`src/rtl/fpu_add_seq.sv`:
```
// Multicycle binary32 add/subtract sequencer.
// Align, add, then iterative normalise under a start/done handshake.
module fpu_add_seq #(
  parameter bit SPECIAL_EN = 1'b1
) (
  input  logic        clk,
  input  logic        reset,
  input  logic        start,
  input  logic        sub,
  input  logic [31:0] op_a,
  input  logic [31:0] op_b,
  output logic        busy,
  output logic        done,
  output logic [31:0] result
);

  localparam logic [2:0] S_IDLE  = 3'd0;
  localparam logic [2:0] S_ALIGN = 3'd1;
  localparam logic [2:0] S_ADD   = 3'd2;
  localparam logic [2:0] S_NORM  = 3'd3;
  localparam logic [2:0] S_DONE  = 3'd4;

  logic [2:0]  st_q, st_d;
  logic [31:0] a_q, a_d;
  logic [31:0] b_q, b_d;
  logic        sub_q, sub_d;
  logic [23:0] big_q, big_d;
  logic [24:0] sml_q, sml_d;
  logic [8:0]  exp_q, exp_d;
  logic        sgn_q, sgn_d;
  logic        dif_q, dif_d;
  logic [24:0] mant_q, mant_d;
  logic [31:0] res_q, res_d;

  logic [7:0]  ea, eb;
  logic [22:0] fa, fb;
  logic        sa, sb;
  logic [23:0] ma, mb;
  logic        a_inf, b_inf;
  logic        a_nan, b_nan;
  logic        spec, zz, a_big;
  logic [7:0]  dexp;
  logic [23:0] msml;
  logic [31:0] spec_res;
  logic [8:0]  exp_inc;

  // Operand decode for the ALIGN step.
  always_comb begin
    ea    = a_q[30:23];
    eb    = b_q[30:23];
    fa    = a_q[22:0];
    fb    = b_q[22:0];
    sa    = a_q[31];
    sb    = b_q[31] ^ sub_q;
    ma    = (ea == 8'd0) ? 24'd0 : {1'b1, fa};
    mb    = (eb == 8'd0) ? 24'd0 : {1'b1, fb};
    a_inf = SPECIAL_EN && (ea == 8'hFF) && (fa == 23'd0);
    b_inf = SPECIAL_EN && (eb == 8'hFF) && (fb == 23'd0);
    a_nan = SPECIAL_EN && (ea == 8'hFF) && (fa != 23'd0);
    b_nan = SPECIAL_EN && (eb == 8'hFF) && (fb != 23'd0);
    spec  = SPECIAL_EN && ((ea == 8'hFF) || (eb == 8'hFF));
    zz    = (ea == 8'd0) && (eb == 8'd0);
    a_big = {ea, fa} >= {eb, fb};
    dexp  = a_big ? (ea - eb) : (eb - ea);
    msml  = a_big ? mb : ma;
    if (a_nan || b_nan || (a_inf && b_inf && (sa != sb)))
      spec_res = 32'h7FC0_0000;
    else if (a_inf)
      spec_res = {sa, 8'hFF, 23'd0};
    else
      spec_res = {sb, 8'hFF, 23'd0};
    exp_inc = exp_q + 9'd1;
  end

  // Next-state and datapath update per FSM state.
  always_comb begin
    st_d   = st_q;
    a_d    = a_q;
    b_d    = b_q;
    sub_d  = sub_q;
    big_d  = big_q;
    sml_d  = sml_q;
    exp_d  = exp_q;
    sgn_d  = sgn_q;
    dif_d  = dif_q;
    mant_d = mant_q;
    res_d  = res_q;
    unique case (st_q)
      S_IDLE: begin
        if (start) begin
          a_d   = op_a;
          b_d   = op_b;
          sub_d = sub;
          st_d  = S_ALIGN;
        end
      end
      S_ALIGN: begin
        if (spec) begin
          res_d = spec_res;
          st_d  = S_DONE;
        end else if (zz) begin
          res_d = (sa && sb) ? 32'h8000_0000 : 32'h0;
          st_d  = S_DONE;
        end else begin
          big_d = a_big ? ma : mb;
          if (dexp >= 8'd25)
            sml_d = 25'd0;
          else
            sml_d = {1'b0, msml} >> dexp;
          exp_d = {1'b0, (a_big ? ea : eb)};
          sgn_d = a_big ? sa : sb;
          dif_d = sa ^ sb;
          st_d  = S_ADD;
        end
      end
      S_ADD: begin
        if (dif_q)
          mant_d = {1'b0, big_q} - sml_q;
        else
          mant_d = {1'b0, big_q} + sml_q;
        st_d = S_NORM;
      end
      S_NORM: begin
        if (mant_q == 25'd0) begin
          res_d = 32'h0;
          st_d  = S_DONE;
        end else if (mant_q[24]) begin
          if (exp_inc == 9'd255)
            res_d = {sgn_q, 8'hFF, 23'd0};
          else
            res_d = {sgn_q, exp_inc[7:0], mant_q[23:1]};
          st_d = S_DONE;
        end else if (!mant_q[23]) begin
          if (exp_q <= 9'd1) begin
            res_d = {sgn_q, 31'd0};
            st_d  = S_DONE;
          end else begin
            mant_d = mant_q << 1;
            exp_d  = exp_q - 9'd1;
          end
        end else begin
          res_d = {sgn_q, exp_q[7:0], mant_q[22:0]};
          st_d  = S_DONE;
        end
      end
      S_DONE: st_d = S_IDLE;
      default: st_d = S_IDLE;
    endcase
  end

  // State registers; reset aborts any operation in flight.
  always_ff @(posedge clk or negedge reset) begin
    if (!reset) begin
      st_q   <= S_IDLE;
      a_q    <= '0;
      b_q    <= '0;
      sub_q  <= 1'b0;
      big_q  <= '0;
      sml_q  <= '0;
      exp_q  <= '0;
      sgn_q  <= 1'b0;
      dif_q  <= 1'b0;
      mant_q <= '0;
      res_q  <= '0;
    end else begin
      st_q   <= st_d;
      a_q    <= a_d;
      b_q    <= b_d;
      sub_q  <= sub_d;
      big_q  <= big_d;
      sml_q  <= sml_d;
      exp_q  <= exp_d;
      sgn_q  <= sgn_d;
      dif_q  <= dif_d;
      mant_q <= mant_d;
      res_q  <= res_d;
    end
  end

  assign busy   = (st_q != S_IDLE);
  assign done   = (st_q == S_DONE);
  assign result = res_q;

endmodule

```
`config.mk`:
```
export PLATFORM = sky130hd
export DESIGN_NAME = fpu_add_seq
export DESIGN_NICKNAME = d
export VERILOG_FILES = /design/src/rtl/fpu_add_seq.sv
export SDC_FILE = /design/constraint.sdc
export NUM_CORES = 1
export LEC_CHECK = 0
export BUFFER_PORTS_ARGS = -buffer_cell sky130_fd_sc_hd__buf_2
export CAP_MARGIN = 20
export CORE_UTILIZATION = 45
export DETAILED_ROUTE_END_ITERATION = 8
export PLACE_DENSITY = 0.6
export SLEW_MARGIN = 20
export SYNTH_ARGS = -nofsm -noshare
export SYNTH_HDL_FRONTEND = slang
export SYNTH_SLANG_ARGS = --single-unit
```
`constraint.sdc`:
```
create_clock -name clk -period 10.2 [get_ports clk]
set_input_delay 1.02 -clock clk [delete_from_list [all_inputs] [get_ports clk]]
set_output_delay 1.02 -clock clk [all_outputs]
set_load 0.05 [all_outputs]
```
[Word level (Yosys, flattened, before mapping)]
Cells that the tools add are included.
W data, S select, Z words.
Word-level totals
  output and inout port bits: 34
  register bits: 185
  word-level logic and storage cells: 114
  bits of input ports: 68
Cells by class
  shift operators: 1
  multiplexer cells: 40
  reductions and logical operators: 30
  equal/unequal tests: 17
  bitwise operators: 4
  add/subtract/negate cells: 6
  order comparisons: 3
Operators with widths (number)
  $mux W32: 9
  $mux W24: 6
  $mux W25: 4
  $pmux W32 S2: 1
  $mux W9: 6
  $pmux W25 S2: 1
  $logic_not A23 Y1: 2
  $reduce_bool A23 Y1: 2
  $ge A31 B31 Y1: 1
  $mux W31: 1
  $add A24 B25 Y25: 1
  $logic_not A25 Y1: 1
  $shr A24 B8 Y25: 1
  $sub A24 B25 Y25: 1
  $mux W3: 7
  $pmux W9 S2: 1
  $eq A8 B8 Y1 const B: 2
  $logic_not A8 Y1: 2
  $mux W8: 2
  $sub A8 B8 Y8: 2
  $ne A2 B2 Y1 const B: 7
  $pmux W3 S4: 1
  $add A9 B1 Y9 const B: 1
  $eq A9 B8 Y1 const B: 1
  other kinds (21): 38

[Logic depth before layout (Yosys ltp)]
Gate-level depths: netlist of run 1.
  depth in word-level cells: 8
  gate-level depth with buffers: 17

[Least setup slack after synthesis of run 1]
Ideal clock, no wire load.
  path type: register -> register
  start: reg a_q[26]
  end: reg sml_q[8]
  data required time: 10.074 ns
  setup slack: 6.429 ns
  stages on the path, launching flop included: 14
  data arrival time: 3.645 ns
  period minus slack after synthesis: 3.771 ns
  path buffers: 1
  path through: dfrtp_1 > inv_1 > ha_1 > buf_6 > a211oi_2 > nor2_1 > or4_4 > a221o_1 > nor3_4 > mux2_4 > mux2_2 > o211a_1 > and3_1 > a221o_1
On the way
  cells in the longest elaborated chain, start to end: 5
RTL lines
  from (decl): line 24  | logic [31:0] a_q, a_d;
  from (signal assigned): line 155  | a_q <= '0;
  from (signal assigned): line 167  | a_q <= a_d;
  parallel branches: the longest is 5 deep, another holds $ge A31 B31 Y1
  to (signal assigned): line 171  | sml_q <= sml_d;
  to (decl): line 28  | logic [24:0] sml_q, sml_d;
Parallel ways; which one is timed is not known.
A chain may end at the register's enable or synchronous reset.

[Worst setup path in the final report of run 1]
  start: reg a_q[27]
  end: reg sml_q[18]
Same word-level chain as after synthesis.

==> run metrics, run 1 <==
Synth top area share 34.9%; Setup Crit Path Kind flop to flop; share of cells above drive strength 1 13.8%; Initial Util 45.8%; CTS sink cnt 184; first-pass GRT wire length 61100 um; number of synthesized register bits 184; r2r setup slk 5.51 ns; compound-gate portion of the synthesized area 21.5%; via count 11700; port bufs 101; RSZ-0062 raised after global routing false; min-delay worst type flop to flop; largest net degree at the start of global routing 101; max-slew violation count 0; drt drc 0; register area share after synthesis 34.9%; WP data arrival 5.06 ns; mux cell area share after synthesis 10.0%; Iter 0 DRT Violations 959; Post-Synthesis Cells 1538; Routed WL 37700 um; Clock transition at path regs 0.09 ns; MaxCap Viol Count 0; Congestion Overflow GR 0; # setup viols final 0; IO Count 102; unique cell type count in the Yosys netlist 86; Area contributors post-synth dfrtp_1 35%, ha_1 6.6%, nand2_1 6.1%, mux2i_1 5.8%, o21ai_0 5.2%; Final period util 45.9%; chip width 173 um; Final Hold Vio Count 0; Post-Syn Nets 1678; Clock Path Buffers 2; H-Tree Depth 4; first-pass detailed-route iteration total 7; Layout Skew 0.0190 ns; # fillers 2775; die height 173 um; GRT Total Usage 25.5%; Least-Margin Pin Slew 1.00 ns; Clk Latency, worst-skew pair 0.45 ns; Synth Area in Simple Gates 18.5%; TritonCTS clock tree done; area used by multi-input combinational logic 7950 um2; CP Max Fanout 20; Synth area leader dfrtp_1; CP Capture Type flop; most common flop cell mapped by yosys dfrtp_1; Post-synth ARST share 100%; status finished clean; Resized cells post-CTS 0; antenna violations before repair 0; final antenna-violating net count 0; vias in the first global route 11200; startpoint types flop; syn avg cell area 8.57 um2; minimum clock period 4.69 ns; Synth top cells by count 215 x nand2_1, 184 x dfrtp_1, 137 x o21ai_0, 124 x nor2_1, 77 x mux2i_1; EDFF count, synth 0; total core area 28800 um2; Via density 5.91; CTS Root Cell clkbuf_16; Num CTS Buffers 17; Netlist Area Pre-Place 13200 um2; Critical Path RT 10.58 ns; relative slew slack 32.7%; setup TNS 0 ns; synthesis-to-layout area growth 10.4%; XOR/XNOR Fraction of Synth Area 3.12%; fin nets 1724; Inserted Diodes 0; post-CTS setup buffer count 0; Cell Rows 62; Warnings, synthesis 0; total die area 30000 um2; Synth Area in Adders 7.01%; fmax 0.213 GHz; GPL Wtd Cong 0.908; cell with the most instances after synthesis nand2_1; largest family of logic cells by synthesized area compound AO/OA/AOI/OAI gates; hold bufs inserted after CTS 0; routed len/inst 19.0 um; Reg area 4600 um2; Post-DP HPWL 28200 um
-- logic make-up (layout without fill, tap and decap cells) --
logic type	count (synthesis)	in the layout
AND/OR/NAND/NOR	521	521
AO/OA/AOI/OAI	430	430
flip-flops	184	184
buffers and inverters	159	218
multiplexers	125	125
adder cells (fa/ha/maj)	72	72
XOR/XNOR	47	47
-- layout by cell type (no fill, tap or decap), types with 27 or more instances in the layout --
cell / instances
dfrtp_1: 184
o21ai_0: 137
ha_1: 68
mux2i_1: 77
nor3_1: 28
mux2_2: 46
xnor2_1: 41
buf_2: 100
nor4_1: 27
inv_1: 65
a22oi_1: 29
nand2_1: 215
nor2_1: 123
a21oi_1: 75
-- layer usage --
metal  global-route usage, %  part of all wire [%]
met4                    7.89                   2.5
met2                    39.9                    45
met1                    36.2                    48
met3                    3.89                   4.6
met5                       0                     0
-- critical path, cell delays in order (launching register included) --
cell and delay [ns]:
dfrtp_1 0.42, inv_1 0.09, ha_1 0.46, o21ai_0 0.25
nor2_1 0.08, or4_4 0.51, a221oi_4 0.51, nand3_4 0.36
mux2_2 0.49, nand4b_1 0.20, o21ba_1 0.75, and2_1 0.32
a22o_1 0.16
-- through the flow --
stage	utilization [%]	hold slack (ns)	area [um2]	instances	setup WS, ns
after floorplan	-	0.441	13200	1538	6.43
after global placement	48.4	0.456	13900	1949	5.77
after detailed placement	48.4	0.463	13900	1949	5.62
after CTS	50.5	0.483	14500	1981	5.60
after global routing	50.6	0.499	14600	1981	5.23
final	50.6	0.475	14600	1981	5.51
-- flip-flops by register name, indices dropped and copies added (netlist names) --
signal and count:
a_q 32, b_q 32, big_q 24, dif_q 1, exp_q 9, mant_q 25, result 32, sgn_q 1
sml_q 24, st_q 3, sub_q 1
-- area by class of cell --
class / instances / area share (%)
multi-input cells: 1195 / 54.6
repair buffers: 121 / 4.57
inverters: 65 / 1.68
clock inverters: 14 / 1.18
flip-flops and latches: 184 / 31.6
well taps: 384 / 3.30
clock buffers: 18 / 3.02
-- path summary, 6_finish.rpt --
kind | depth (start not counted) | end | from
worst max-delay path | 12 | sml_q[18] | a_q[27]
worst min register to register | 2 | result[27] | result[27]
min in group asynchronous | 1 | result[28] | reset
worst max register to register | 12 | sml_q[18] | a_q[27]
worst min-delay path | 2 | result[27] | result[27]
max in group asynchronous | 3 | b_q[18] | reset
Power of run 1 is left out: the tool's default activity adds up to more than one toggle a clock period on the data nets, which glitch-free logic cannot reach.
==> run 2: changes to the inputs <==
--- a/config.mk
+++ b/config.mk
@@ -9,7 +9,7 @@
 export CAP_MARGIN = 20
 export CORE_UTILIZATION = 45
 export DETAILED_ROUTE_END_ITERATION = 8
-export PLACE_DENSITY = 0.6
+export PLACE_DENSITY = 0.62
 export SLEW_MARGIN = 20
 export SYNTH_ARGS = -nofsm -noshare
 export SYNTH_HDL_FRONTEND = slang
==> constraint.sdc (replaced) <==
create_clock -name clk -period 3.75 [get_ports clk]
set_input_delay 0.375 -clock clk [delete_from_list [all_inputs] [get_ports clk]]
set_output_delay 0.375 -clock clk [all_outputs]
set_load 0.05 [all_outputs]
==> run 2 against run 1 <==
The run now ends with hold timing left. Flip-flop and latch count stayed put. Clock skew decreased by 0.0048 ns. Cell area grew 8.2%. Critical path type unchanged. Critical endpoint is now sml_q[4]. Largest cell class unchanged. Highest routed layer unchanged.
==> run metrics, run 2 (synthesis results as in run 1) <==
most frequent cells in the layout 215 x nand2_1, 182 x dfrtp_1, 134 x o21ai_0; chip width 173 um; TritonCTS clock tree done; Congestion Overflow GR 0; status finished with violations; Cell Rows 62; fmax 0.273 GHz; hold bufs inserted after CTS 0; Least-Margin Pin Slew 0.993 ns; CP Max Fanout 6; slowest CP cell or4_4; Initial Util 45.8%; Clk Latency, worst-skew pair 0.45 ns; via count 12100; minimum clock period 3.66 ns; min-delay worst type input port to async pin; H-Tree Depth 4; Layout Skew 0.0142 ns; crit-path max cell delay 0.49 ns; Critical Path RT 4.13 ns; WP data arrival 4.04 ns; CTS Root Cell clkbuf_16; Via density 5.74; Place WS -0.000614 ns; antenna violations before repair 1; vias in the first global route 11200; first-pass GRT wire length 61300 um; largest net degree at the start of global routing 104; total core area 28800 um2; failing checks hold timing; crit path cell chain ha_4 > a21oi_2 > nor2_1 > or4_4 > a221o_2 > o32a_1 > or3_4 > and2_0 > a2111oi_1 > o21ai_0 > nand2_1; die height 173 um; Final Hold Vio Count 1; synthesis-to-layout area growth 19.5%; MaxCap Viol Count 0; # setup viols final 0; Setup Crit Path Kind flop to flop; CP bufs+invs 0; relative slew slack 33.3%; startpoint types flop; GPL Wtd Cong 0.918; Final period util 97.6%; setup TNS 0 ns; routed len/inst 18.3 um; total die area 30000 um2; share of cells above drive strength 1 22.1%; Routed WL 38500 um; CP Capture Type flop; max-slew violation count 0; GRT Total Usage 25.7%; commonest non-fill, non-tap cell in the layout nand2_1; Num CTS Buffers 17; port bufs 101; Min Hold Slack -0.000776 ns; PnR worst setup slack 0.0887 ns; IO Count 102; Clock transition at path regs 0.07 ns; Clock Path Buffers 2; CTS sink cnt 184; # fillers 2719; final antenna-violating net count 0; first-pass detailed-route iteration total 5; Iter 0 DRT Violations 987; CP top delay family compound AO/OA/AOI/OAI gates; Post-DP HPWL 28800 um; drt drc 0; fin nets 1848
==> run 2: cell types whose count changed in the layout (fill, tap and decap cells not counted), moves of 4 or more <==
cell    before  now
inv_2        0    6
ha_4         0    7
buf_12       0    4
inv_8        5    1
buf_4       20  133
inv_1       65   59
ha_1        68   59
buf_6        0    6
==> run 2: layout make-up <==
class | count | area (um2) | share of cell area, %
sequential | 184 | 4610 | 29.3
clock inverter | 11 | 136 | 0.866
tap | 384 | 480 | 3.05
multi-input combinational | 1196 | 8160 | 51.8
inverter | 65 | 244 | 1.55
antenna | 1 | 2.50 | 0.0159
clock buffer | 21 | 450 | 2.86
timing repair buffer | 244 | 1660 | 10.5
==> run 2: layer usage <==
layer / vias to the layer above / GRT usage, % / part of all wire [%]
met5: - / 0 / 0
met3: 65 / 3.67 / 5.5
met2: 364 / 39.0 / 44
met1: 5725 / 36.8 / 47
met4: 0 / 9.77 / 3.1
li1: 5940 / - / -
==> run 2: final timing paths <==
kind	startpoint	end	slack, ns	cells after the start
min in group clk	op_b[19]	b_q[19]	0.12	3
min reg2reg	result[29]	result[29]	0.47	2
max	b_q[24]	sml_q[4]	0.09	11
max reg2reg	b_q[24]	sml_q[4]	0.09	11
max in group asynchronous	reset	b_q[21]	2.86	2
min	reset	result[28]	-0.0008	1
==> run 2: repair_timing <==
| item | in CTS | in global routing |
|---|---|---|
| gates resized for setup | 2 | 54 |
| pin swaps | 1 | 39 |
| gates cloned | 0 | 1 |
| endpoints found under the setup margin | 3 | 25 |
| setup buffers | 0 | 16 |
==> run 2: metrics by stage <==
step                      area, um2  hold WS (ns)  utilization, %  instances
final                         15700     -0.000776            54.7       2106
after global routing          15700        0.0528            54.7       2105
after CTS                     15400        0.0185            53.4       2088
after detailed placement      14800         0.462            51.4       2056
after global placement        14800         0.457            51.4       2056
after floorplan               13200        0.0794               -       1538
Power of run 2 is left out for the same reason.
